===== config.mk =====
export PLATFORM = sky130hd
export DESIGN_NAME = seven_segment_capture
export DESIGN_NICKNAME = d
export VERILOG_FILES = /design/src/rtl/seven_segment_pkg.sv /design/src/rtl/seven_segment_glyph_match.sv /design/src/rtl/seven_segment_capture.sv
export SDC_FILE = /design/constraint.sdc
export NUM_CORES = 1
export LEC_CHECK = 0
export CAP_MARGIN = 15
export CORE_MARGIN = 2
export CORE_UTILIZATION = 57
export DETAILED_ROUTE_END_ITERATION = 7
export GPL_TIMING_DRIVEN = 0
export PLACE_DENSITY = 0.88
export REMOVE_ABC_BUFFERS = 1
export SKIP_CTS_REPAIR_TIMING = 1
export SLEW_MARGIN = 20
export SYNTH_ARGS = -nofsm -noshare
export SYNTH_HDL_FRONTEND = slang
export SYNTH_SLANG_ARGS = --single-unit

===== constraint.sdc =====
create_clock -name clk -period 6.36 [get_ports clk]
set_clock_uncertainty 0.2 [all_clocks]
set_input_delay 0.636 -clock clk [delete_from_list [all_inputs] [get_ports clk]]
set_output_delay 0.636 -clock clk [all_outputs]
set_load 0.005 [all_outputs]

===== src/rtl/seven_segment_pkg.sv =====
// seven_segment_pkg: hex glyph table, digit count and FSM state type shared by the seven-segment capture.
package seven_segment_pkg;
  localparam int DIGITS = 8;
  localparam logic [6:0] GLYPH_0 = 7'b0000001;
  localparam logic [6:0] GLYPH_1 = 7'b1001111;
  localparam logic [6:0] GLYPH_2 = 7'b0010010;
  localparam logic [6:0] GLYPH_3 = 7'b0000110;
  localparam logic [6:0] GLYPH_4 = 7'b1001100;
  localparam logic [6:0] GLYPH_5 = 7'b0100100;
  localparam logic [6:0] GLYPH_6 = 7'b0100000;
  localparam logic [6:0] GLYPH_7 = 7'b0001111;
  localparam logic [6:0] GLYPH_8 = 7'b0000000;
  localparam logic [6:0] GLYPH_9 = 7'b0000100;
  localparam logic [6:0] GLYPH_A = 7'b0001000;
  localparam logic [6:0] GLYPH_B = 7'b1100000;
  localparam logic [6:0] GLYPH_C = 7'b0110001;
  localparam logic [6:0] GLYPH_D = 7'b1000010;
  localparam logic [6:0] GLYPH_E = 7'b0110000;
  localparam logic [6:0] GLYPH_F = 7'b0111000;
  localparam logic [6:0] GLYPHS [16] = '{GLYPH_0, GLYPH_1, GLYPH_2, GLYPH_3, GLYPH_4, GLYPH_5,
                                        GLYPH_6, GLYPH_7, GLYPH_8, GLYPH_9, GLYPH_A, GLYPH_B,
                                        GLYPH_C, GLYPH_D, GLYPH_E, GLYPH_F};
  typedef enum logic {IDLE, COLLECT} state_e;
endpackage


===== src/rtl/seven_segment_glyph_match.sv =====
// seven_segment_glyph_match: combinational lookup of active-low segments a..g to a hex nibble.
module seven_segment_glyph_match
  import seven_segment_pkg::*;
(
  input  logic [6:0] seg,
  output logic       hit,
  output logic [3:0] nibble
);
  always_comb begin
    hit = 1'b0;
    nibble = 4'd0;
    for (int i = 0; i < 16; i++) begin
      if (seg == GLYPHS[i]) begin
        hit = 1'b1;
        nibble = 4'(i);
      end
    end
  end
endmodule


===== src/rtl/seven_segment_capture.sv =====
// seven_segment_capture: reconstructs the value shown on a multiplexed 8-digit hex display.
// Define SEVEN_SEGMENT_DP_CAPTURE_EN to add the captured decimal-point output dp.
module seven_segment_capture
  import seven_segment_pkg::*;
#(
  parameter int TIMEOUT     = 1024,
  parameter int SYNC_STAGES = 2
) (
  input  logic        clk,
  input  logic        rst_n,
  input  logic [7:0]  id,
  input  logic [7:0]  seg,
  output logic [31:0] value,
  output logic [7:0]  blank,
  output logic        valid,
`ifdef SEVEN_SEGMENT_DP_CAPTURE_EN
  output logic [7:0]  dp,
`endif
  output logic        err
);
  localparam int CW = $clog2(TIMEOUT + 1);
  localparam logic [CW-1:0] TMAX = CW'(TIMEOUT);

  logic [SYNC_STAGES-1:0][7:0] id_sync_q, id_sync_d, seg_sync_q, seg_sync_d;
  state_e      state_q, state_d;
  logic [31:0] shadow_q, shadow_d, value_q, value_d;
  logic [7:0]  seen_q, seen_d, blank_q, blank_d;
  logic [2:0]  last_q, last_d;
  logic [CW-1:0] cnt_q, cnt_d;
  logic        ferr_q, ferr_d, err_q, err_d, valid_q, valid_d;
  logic [7:0]  id_s, seg_s;
  logic [2:0]  k;
  logic        one, idle, close, open, hit;
  logic [3:0]  nibble;
`ifdef SEVEN_SEGMENT_DP_CAPTURE_EN
  logic [7:0]  dps_q, dps_d, dp_q, dp_d;
`else
  logic        unused_dp;
  assign unused_dp = seg_s[0];
`endif

  assign id_s  = id_sync_q[SYNC_STAGES-1];
  assign seg_s = seg_sync_q[SYNC_STAGES-1];

  seven_segment_glyph_match u_match (.seg(seg_s[7:1]), .hit(hit), .nibble(nibble));

  always_comb begin
    id_sync_d[0] = id;
    seg_sync_d[0] = seg;
    for (int i = 1; i < SYNC_STAGES; i++) begin
      id_sync_d[i] = id_sync_q[i-1];
      seg_sync_d[i] = seg_sync_q[i-1];
    end
    k = 3'd0;
    for (int i = 0; i < DIGITS; i++) if (!id_s[i]) k = 3'(i);
    one = $countones(~id_s) == 1;
    idle = id_s == 8'hFF;
    state_d = state_q;
    shadow_d = shadow_q;
    seen_d = seen_q;
    ferr_d = ferr_q;
    last_d = last_q;
    cnt_d = cnt_q;
    value_d = value_q;
    blank_d = blank_q;
    err_d = err_q;
    valid_d = 1'b0;
`ifdef SEVEN_SEGMENT_DP_CAPTURE_EN
    dps_d = dps_q;
    dp_d = dp_q;
`endif
    close = 1'b0;
    // A repeat of the last digit only starts a new frame once an idle gap separated the two dwells
    if (state_q == COLLECT) begin
      if (one) close = k < last_q || (k == last_q && cnt_q != '0);
      else if (idle) begin
        cnt_d = (cnt_q == TMAX) ? cnt_q : cnt_q + 1'b1;
        close = cnt_d == TMAX;
        state_d = close ? IDLE : state_q;
      end else ferr_d = 1'b1;
    end
    open = one && (state_q == IDLE || close);
    if (close) begin
      value_d = shadow_q;
      blank_d = ~seen_q;
      err_d = ferr_q;
      valid_d = 1'b1;
`ifdef SEVEN_SEGMENT_DP_CAPTURE_EN
      dp_d = dps_q;
`endif
    end
    if (open) begin
      state_d = COLLECT;
      shadow_d = '0;
      seen_d = '0;
      ferr_d = 1'b0;
`ifdef SEVEN_SEGMENT_DP_CAPTURE_EN
      dps_d = '0;
`endif
    end
    if (one) begin
      if (hit) shadow_d[{k, 2'b00} +: 4] = nibble;
      else ferr_d = 1'b1;
      seen_d[k] = 1'b1;
      last_d = k;
      cnt_d = '0;
`ifdef SEVEN_SEGMENT_DP_CAPTURE_EN
      dps_d[k] = ~seg_s[0];
`endif
    end
  end

  always_ff @(posedge clk or negedge rst_n) begin
    if (!rst_n) begin
      id_sync_q <= '0;
      seg_sync_q <= '0;
      state_q <= IDLE;
      shadow_q <= '0;
      seen_q <= '0;
      ferr_q <= 1'b0;
      last_q <= '0;
      cnt_q <= '0;
      value_q <= '0;
      blank_q <= 8'hFF;
      err_q <= 1'b0;
      valid_q <= 1'b0;
`ifdef SEVEN_SEGMENT_DP_CAPTURE_EN
      dps_q <= '0;
      dp_q <= '0;
`endif
    end else begin
      id_sync_q <= id_sync_d;
      seg_sync_q <= seg_sync_d;
      state_q <= state_d;
      shadow_q <= shadow_d;
      seen_q <= seen_d;
      ferr_q <= ferr_d;
      last_q <= last_d;
      cnt_q <= cnt_d;
      value_q <= value_d;
      blank_q <= blank_d;
      err_q <= err_d;
      valid_q <= valid_d;
`ifdef SEVEN_SEGMENT_DP_CAPTURE_EN
      dps_q <= dps_d;
      dp_q <= dp_d;
`endif
    end
  end

  assign value = value_q;
  assign blank = blank_q;
  assign err   = err_q;
  assign valid = valid_q;
`ifdef SEVEN_SEGMENT_DP_CAPTURE_EN
  assign dp    = dp_q;
`endif
endmodule


Yosys cells after proc, flatten, opt, wreduce, memory -nomap -nowiden. Index checks and enable logic that the tools add are counted.

Logic and storage cells: 127. Bits of input ports: 18. Output and inout bits: 42. Register bits after elaboration: 130.

Add/subtract/negate cells: 9. Muxes and demuxes: 65. $lt $le $gt $ge: 3. Reductions and logical operators: 10. Bitwise operators: 4. Equal/unequal tests: 20. Shift-type cells: 2.

Operator list (number): 32-bit two-way mux (3); 11-bit two-way mux (4); 7-bit by 6-bit equality test with 1-bit output (second input constant) (5); 1-bit two-way mux (34); 32-bit bitwise mux (1); 4-bit two-way mux (8); 4-bit by 7-bit variable shift with 32-bit output (first input constant) (1); 4-bit by 7-bit variable part select with 32-bit output (1); 7-bit equality test (second input constant) (4); 3-bit two-way mux (8); 11-bit equality test (second input constant) (2); 8-bit two-way mux (2); 8-bit NOT (2); 7-bit by 3-bit equality test with 1-bit output (second input constant) (2); 7-bit by 4-bit equality test with 1-bit output (second input constant) (2); 11-bit by 1-bit adder with 11-bit output (second input constant) (1); 11-bit nonzero test (1); 1-bit by 1-bit adder with 2-bit output (4); 8-bit equality test (second input constant) (1); 2-bit two-way mux (4); 8-bit bitwise OR (1); 7-bit by 1-bit equality test with 1-bit output (second input constant) (1); 7-bit by 5-bit equality test with 1-bit output (second input constant) (1); 7-bit zero test (1); other kinds (14) (19).

Depth between registers and ports, before layout.
Depth in word-level cells: 20. Mapped depth: 15. Gate-level depth less buffers: 13.

Modules after synthesis. From an unflattened synthesis, not the netlist that was laid out.

Cell total of the unflattened synthesis: 487. Area, all modules: 5734.2 µm².

By module, submodules not included: seven_segment_capture (area each 5395.2 µm², seq. area each 3213.1 µm², cells each 439, times used 1); seven_segment_glyph_match (area each 339.1 µm², seq. area each 0.0 µm², cells each 48, times used 1).

Least setup slack after synthesis. No wires, ideal clock.

Path type: reg-to-reg. Start: reg id_sync_q (netlist bit id_s[0]). End: reg value_q[31], in the netlist value[31]. Setup slack: 1762 ps. Path buffers: 2. Period minus slack after synthesis: 4598 ps. Required time: 6033 ps. Cell stages (with the launch flop): 16. Data arrival time: 4271 ps. Setup time: 127 ps. Cell sequence: dfrtp_1 > inv_1 > fa_1 > fa_1 > fa_1 > ha_1 > inv_1 > fa_1 > and4b_1 > a31oi_1 > o2111ai_1 > a2111oi_4 > or2_1 > buf_6 > buf_6 > mux2_1.

Word-level cells in the longest chain between the ends: 7. Elaborated cells between the ends (all ways): 9. Classes of those cells: add/sub (3); eq/ne (2); mux (3); bitwise (1).

RTL lines: start, declared (line seven_segment_capture.sv:24) `logic [SYNC_STAGES-1:0][7:0] id_sync_q, id_sync_d, seg_sync_q, seg_sync_d;`; start signal, assigned (line seven_segment_capture.sv:132) `id_sync_q <= id_sync_d;`; 8-bit NOT (line seven_segment_capture.sv:56) `one = $countones(~id_s) == 1;`; 1-bit by 1-bit adder with 2-bit output (implied by the code) (line seven_segment_capture.sv:56); 2-bit by 2-bit adder with 3-bit output (implied by the code) (line seven_segment_capture.sv:56); 3-bit by 3-bit adder with 4-bit output (implied by the code) (line seven_segment_capture.sv:56); 4-bit by 1-bit equality test with 1-bit output (line seven_segment_capture.sv:56); 1-bit two-way mux (*) (line seven_segment_capture.sv:75) `if (one) close = k < last_q || (k == last_q && cnt_q != '0);`; 1-bit two-way mux (*) (line seven_segment_capture.sv:74) `if (state_q == COLLECT) begin`; via close (line seven_segment_capture.sv:33) `logic one, idle, close, open, hit;`; end signal, assigned (line seven_segment_capture.sv:140) `value_q <= value_d;`; end, declared (line seven_segment_capture.sv:26) `logic [31:0] shadow_q, shadow_d, value_q, value_d;`.

The timed path passes the listed nets; every way through them passes the cells marked *. A chain may end at the register's enable or synchronous reset.

Final worst setup path.
Start: reg id_sync_q (netlist bit id_s[0]). End: reg value_q[1], in the netlist value[1].

Word-level cells in the longest chain between the ends: 7. Elaborated cells between the ends (all ways): 9. Classes of those cells: add/sub (3); eq/ne (2); mux (3); bitwise (1).

RTL lines (line): 8-bit NOT (seven_segment_capture.sv:56); 1-bit by 1-bit adder with 2-bit output (implied by the code) (seven_segment_capture.sv:56); 2-bit by 2-bit adder with 3-bit output (implied by the code) (seven_segment_capture.sv:56); 3-bit by 3-bit adder with 4-bit output (implied by the code) (seven_segment_capture.sv:56); 4-bit by 1-bit equality test with 1-bit output (seven_segment_capture.sv:56); 1-bit two-way mux (*) (seven_segment_capture.sv:75); 1-bit two-way mux (*) (seven_segment_capture.sv:74).

Every way passes the cells marked *; elsewhere a longest branch is shown, timed or not.

==> metrics.md <==
| Metric | Value |
|---|---|
| Status | `finished clean` |
| Routed wl met3 | `563 µm` |
| Num CTS Buffers | `17` |
| Vias/cell | `6.06` |
| WHS | `around 150 ps` |
| Final hold violation count | `0` |
| Worst skew pair latency | `about 520 ps` |
| Diode count | `0` |
| Sw Pwr | `about 0.67 mW` |
| Die W | `between 100 and 150 µm` |
| Routed WL per cell | `18.2 µm` |
| Nets | `582` |
| Port bufs | `58` |
| Routed Antenna Nets | `0` |
| CTS tree | `done` |
| Gpl congestion | `0.885` |
| Io pins | `60` |
| Flop pwr share | `between 40% and 50%` |
| Sequential share of the synthesized area | `53.7%` |
| Initial DRC Count | `338` |
| Tot Pwr | `between 2 and 2.5 mW` |
| Worst slew margin | `39.4%` |
| Fmax | `171 MHz` |
| WS Path Type | `flip-flop to flip-flop` |
| Root buffer cell | `clkbuf_8` |
| DIE AREA | `0.0113 mm²` |
| FF-to-FF setup slack | `500 ps` |
| Leak pwr | `3.26 nW` |
| Crit path time final | `between 5000 and 6000 ps` |
| Post-synth EDFFs | `0` |
| Worst EP required | `6560 ps` |
| WL met1 | `5.31 mm` |
| Worst Setup Start Kind | `flip-flop` |
| H-tree levels | `4` |
| Most common cell after layout, fill and taps aside | `dfrtp_1` |
| Yosys cell types | `74` |
| Fin util | `a little over two thirds` |
| Cell Int Power | `1.71 mW` |
| RSZ-0062 raised after global routing | `no` |
| Clk buf depth | `2` |
| Avg Cell Area, Syn | `12.1 µm²` |
| Power per cell area | `330 mW/mm²` |
| Ys flop type | `dfrtp_1` |
| Share of layout cells above drive strength 1 | `around 15%` |
| Seq cells post-synth | `128` |
| Met2 routed WL | `6.57 mm` |
| Clk sinks | `approximately 130` |
| DR DRC count | `0` |
| Total gr overflow | `0` |
| Highest routed layer | `met4` |
| Vias | `4228` |
| Core area | `0.0102 mm²` |
| FF-to-FF path depth | `13` |
| Post-Syn Instances | `between 400 and 500` |
| Row Count | `37` |
| Pre-antenna DRT Iters | `5` |
| Setup crit end kind | `flip-flop` |
| Setup crit end | `value[1]` |
| Global-route wire length before repair | `21.1 mm` |
| Final period util | `~90%` |
| Initial antenna violation count | `0` |
| Peak supply drop | `roughly 0.19 mV` |
| FF-to-FF End | `value[1]` |
| Commonest non-fill, non-tap cells in the layout | `120 x dfrtp_1, 57 x clkdlybuf4s50_1, 44 x nand2_1` |
| Crit-path max FO | `42` |
| Vias in the first global route | `4284` |
| Post-DP HPWL | `~8 mm` |
| Fin. max-slew vios | `0` |
| YS warnings | `0` |
| Final Setup Violations | `0` |
| Comb pwr share | `18.2%` |
| Initial Utilization | `58.4%` |
| Total GRT Usage | `around a quarter` |
| Clock-pin transition on the worst setup and hold timing paths | `around 60 ps` |
| Sw Share | `28.1%` |
| Synth Cell Area | `0.00598 mm²` |
| Crit path from | `id_s[0]` |
| Ys async rst share | `100%` |
| Clk pwr share | `40.5%` |
| Max-cap viol count | `0` |
| Die Ht | `106 µm` |
| Critical Path AT | `roughly 6000 ps` |
| Slew @ Worst Pin | `around 900 ps` |
| Routed WL | `12.7 mm` |
| Reg2Reg Launch Point | `id_s[0]` |
| P&R area growth vs syn | `20.4%` |
| Worst min-delay path category | `flip-flop to flip-flop` |
| Largest net degree at the start of global routing | `68` |
## kinds of logic after synthesis
kind of cell    after synthesis  share of synthesized area (%)
simple gates                148                           12.9
flops                       128                           53.7
compound gates               80                           10.5
mux                          62                           13.0
buf+inv                      49                           4.44
fa+ha+maj                    15                           3.64
xor+xnor                     13                           1.90
## how the worst min path moves through the flow
stage,slack [ps],end,startpoint,cells past startpoint
global route,150,id_s[6],id_sync_d[14],0
detailed placement,130,id_s[7],id_sync_d[15],0
CTS,-70,id_sync_d[10],rst_n,1
finish,150,seg_s[6],seg_sync_d[14],0
global placement,130,seg_s[6],seg_sync_d[14],0
floorplan,130,id_s[0],id_sync_d[8],0
## critical path, stage by stage (launching register included)
cell and delay (ps):
dfrtp_1 360, inv_1 70, fa_1 560, fa_1 430
fa_1 500, ha_1 160, inv_1 60, fa_1 440
and3b_1 200, a31oi_2 570, o2111ai_1 350, a2111oi_4 690
or2_4 730, mux2_1 390
## final cells by class
cell class,count,area [µm²]
timing repair buffer,60,619
tap,136,170
sequential,128,3210
clock buffer,19,442
fill,687,3030
clock inverter,13,151
multi-input combinational,318,2510
inverter,24,90.1
## metal layers
layer	vias to the layer above	GRT usage (%)
met4	0	8.81
met1	2165	30.9
met2	153	40.2
met5	-	0
met3	22	5.03
li1	1888	-
## cell usage after synthesis (all sizes together) (2+ instances only)
cell type	count	area (µm²)
nor2b	5	31.3
nor2	28	105
nor3	19	95.1
xnor2	7	61.3
or2	6	37.5
o211ai	3	22.5
or3	3	18.8
nor4	4	25.0
a22o	2	17.5
nand2b	3	18.8
mux2i	29	290
o2111ai	5	43.8
a31oi	4	31.3
a211oi	4	30.0
o41ai	2	25.0
a32o	5	50.1
nor4b	3	41.3
and3	4	25.0
a32oi	2	17.5
a21oi	19	95.1
and4b	2	20.0
nand3	8	40.0
inv	24	90.1
nand2	45	171
buf	12	126
o21ai	10	50.0
and2	2	12.5
nand4	6	37.5
o31ai	3	22.5
a31o	3	26.3
fa	4	80.1
dfstp	8	210
a21boi	2	15.0
a2111oi	2	55.1
xor2	6	52.6
clkbuf	13	48.8
and4	3	28.8
ha	11	138
mux2	33	484
dfrtp	120	3000
## per-stage QoR
| stage | std cells | area [µm²] | setup slack, ps | setup TNS (ps) |
|---|---|---|---|---|
| 2_1_floorplan | 470 | 5800 | 315 | 0 |
| 3_3_place_gp | 664 | 6550 | -508 | -40420 |
| 3_5_place_dp | 665 | 6590 | 348 | 0 |
| 4_1_cts | 697 | 7180 | 255 | 0 |
| 5_1_grt | 698 | 7200 | 221 | 0 |
| 6_report | 698 | 7200 | 505 | 0 |
## sequential cells by signal, indices dropped and copies added (netlist names), 7 cells and up
| name | cells |
|---|---|
| seg_sync_d | 7 |
| cnt_q | 11 |
| id_sync_d | 8 |
| shadow_q | 32 |
| id_s | 8 |
| seg_s | 7 |
| seen_q | 8 |
| blank | 8 |
| value | 32 |
## power groups by stage
| stage | clock network, mW | registers, mW | logic [mW] |
|---|---|---|---|
| after global routing | 1.01 | 0.987 | 0.472 |
| after floorplan | 0 | 0.972 | 0.250 |
| after CTS | 0.970 | 0.978 | 0.429 |
| after global placement | 0 | 0.986 | 0.400 |
| final | 0.962 | 0.979 | 0.432 |
| after detailed placement | 0 | 0.989 | 0.418 |
(Power assumes the default switching activity.)
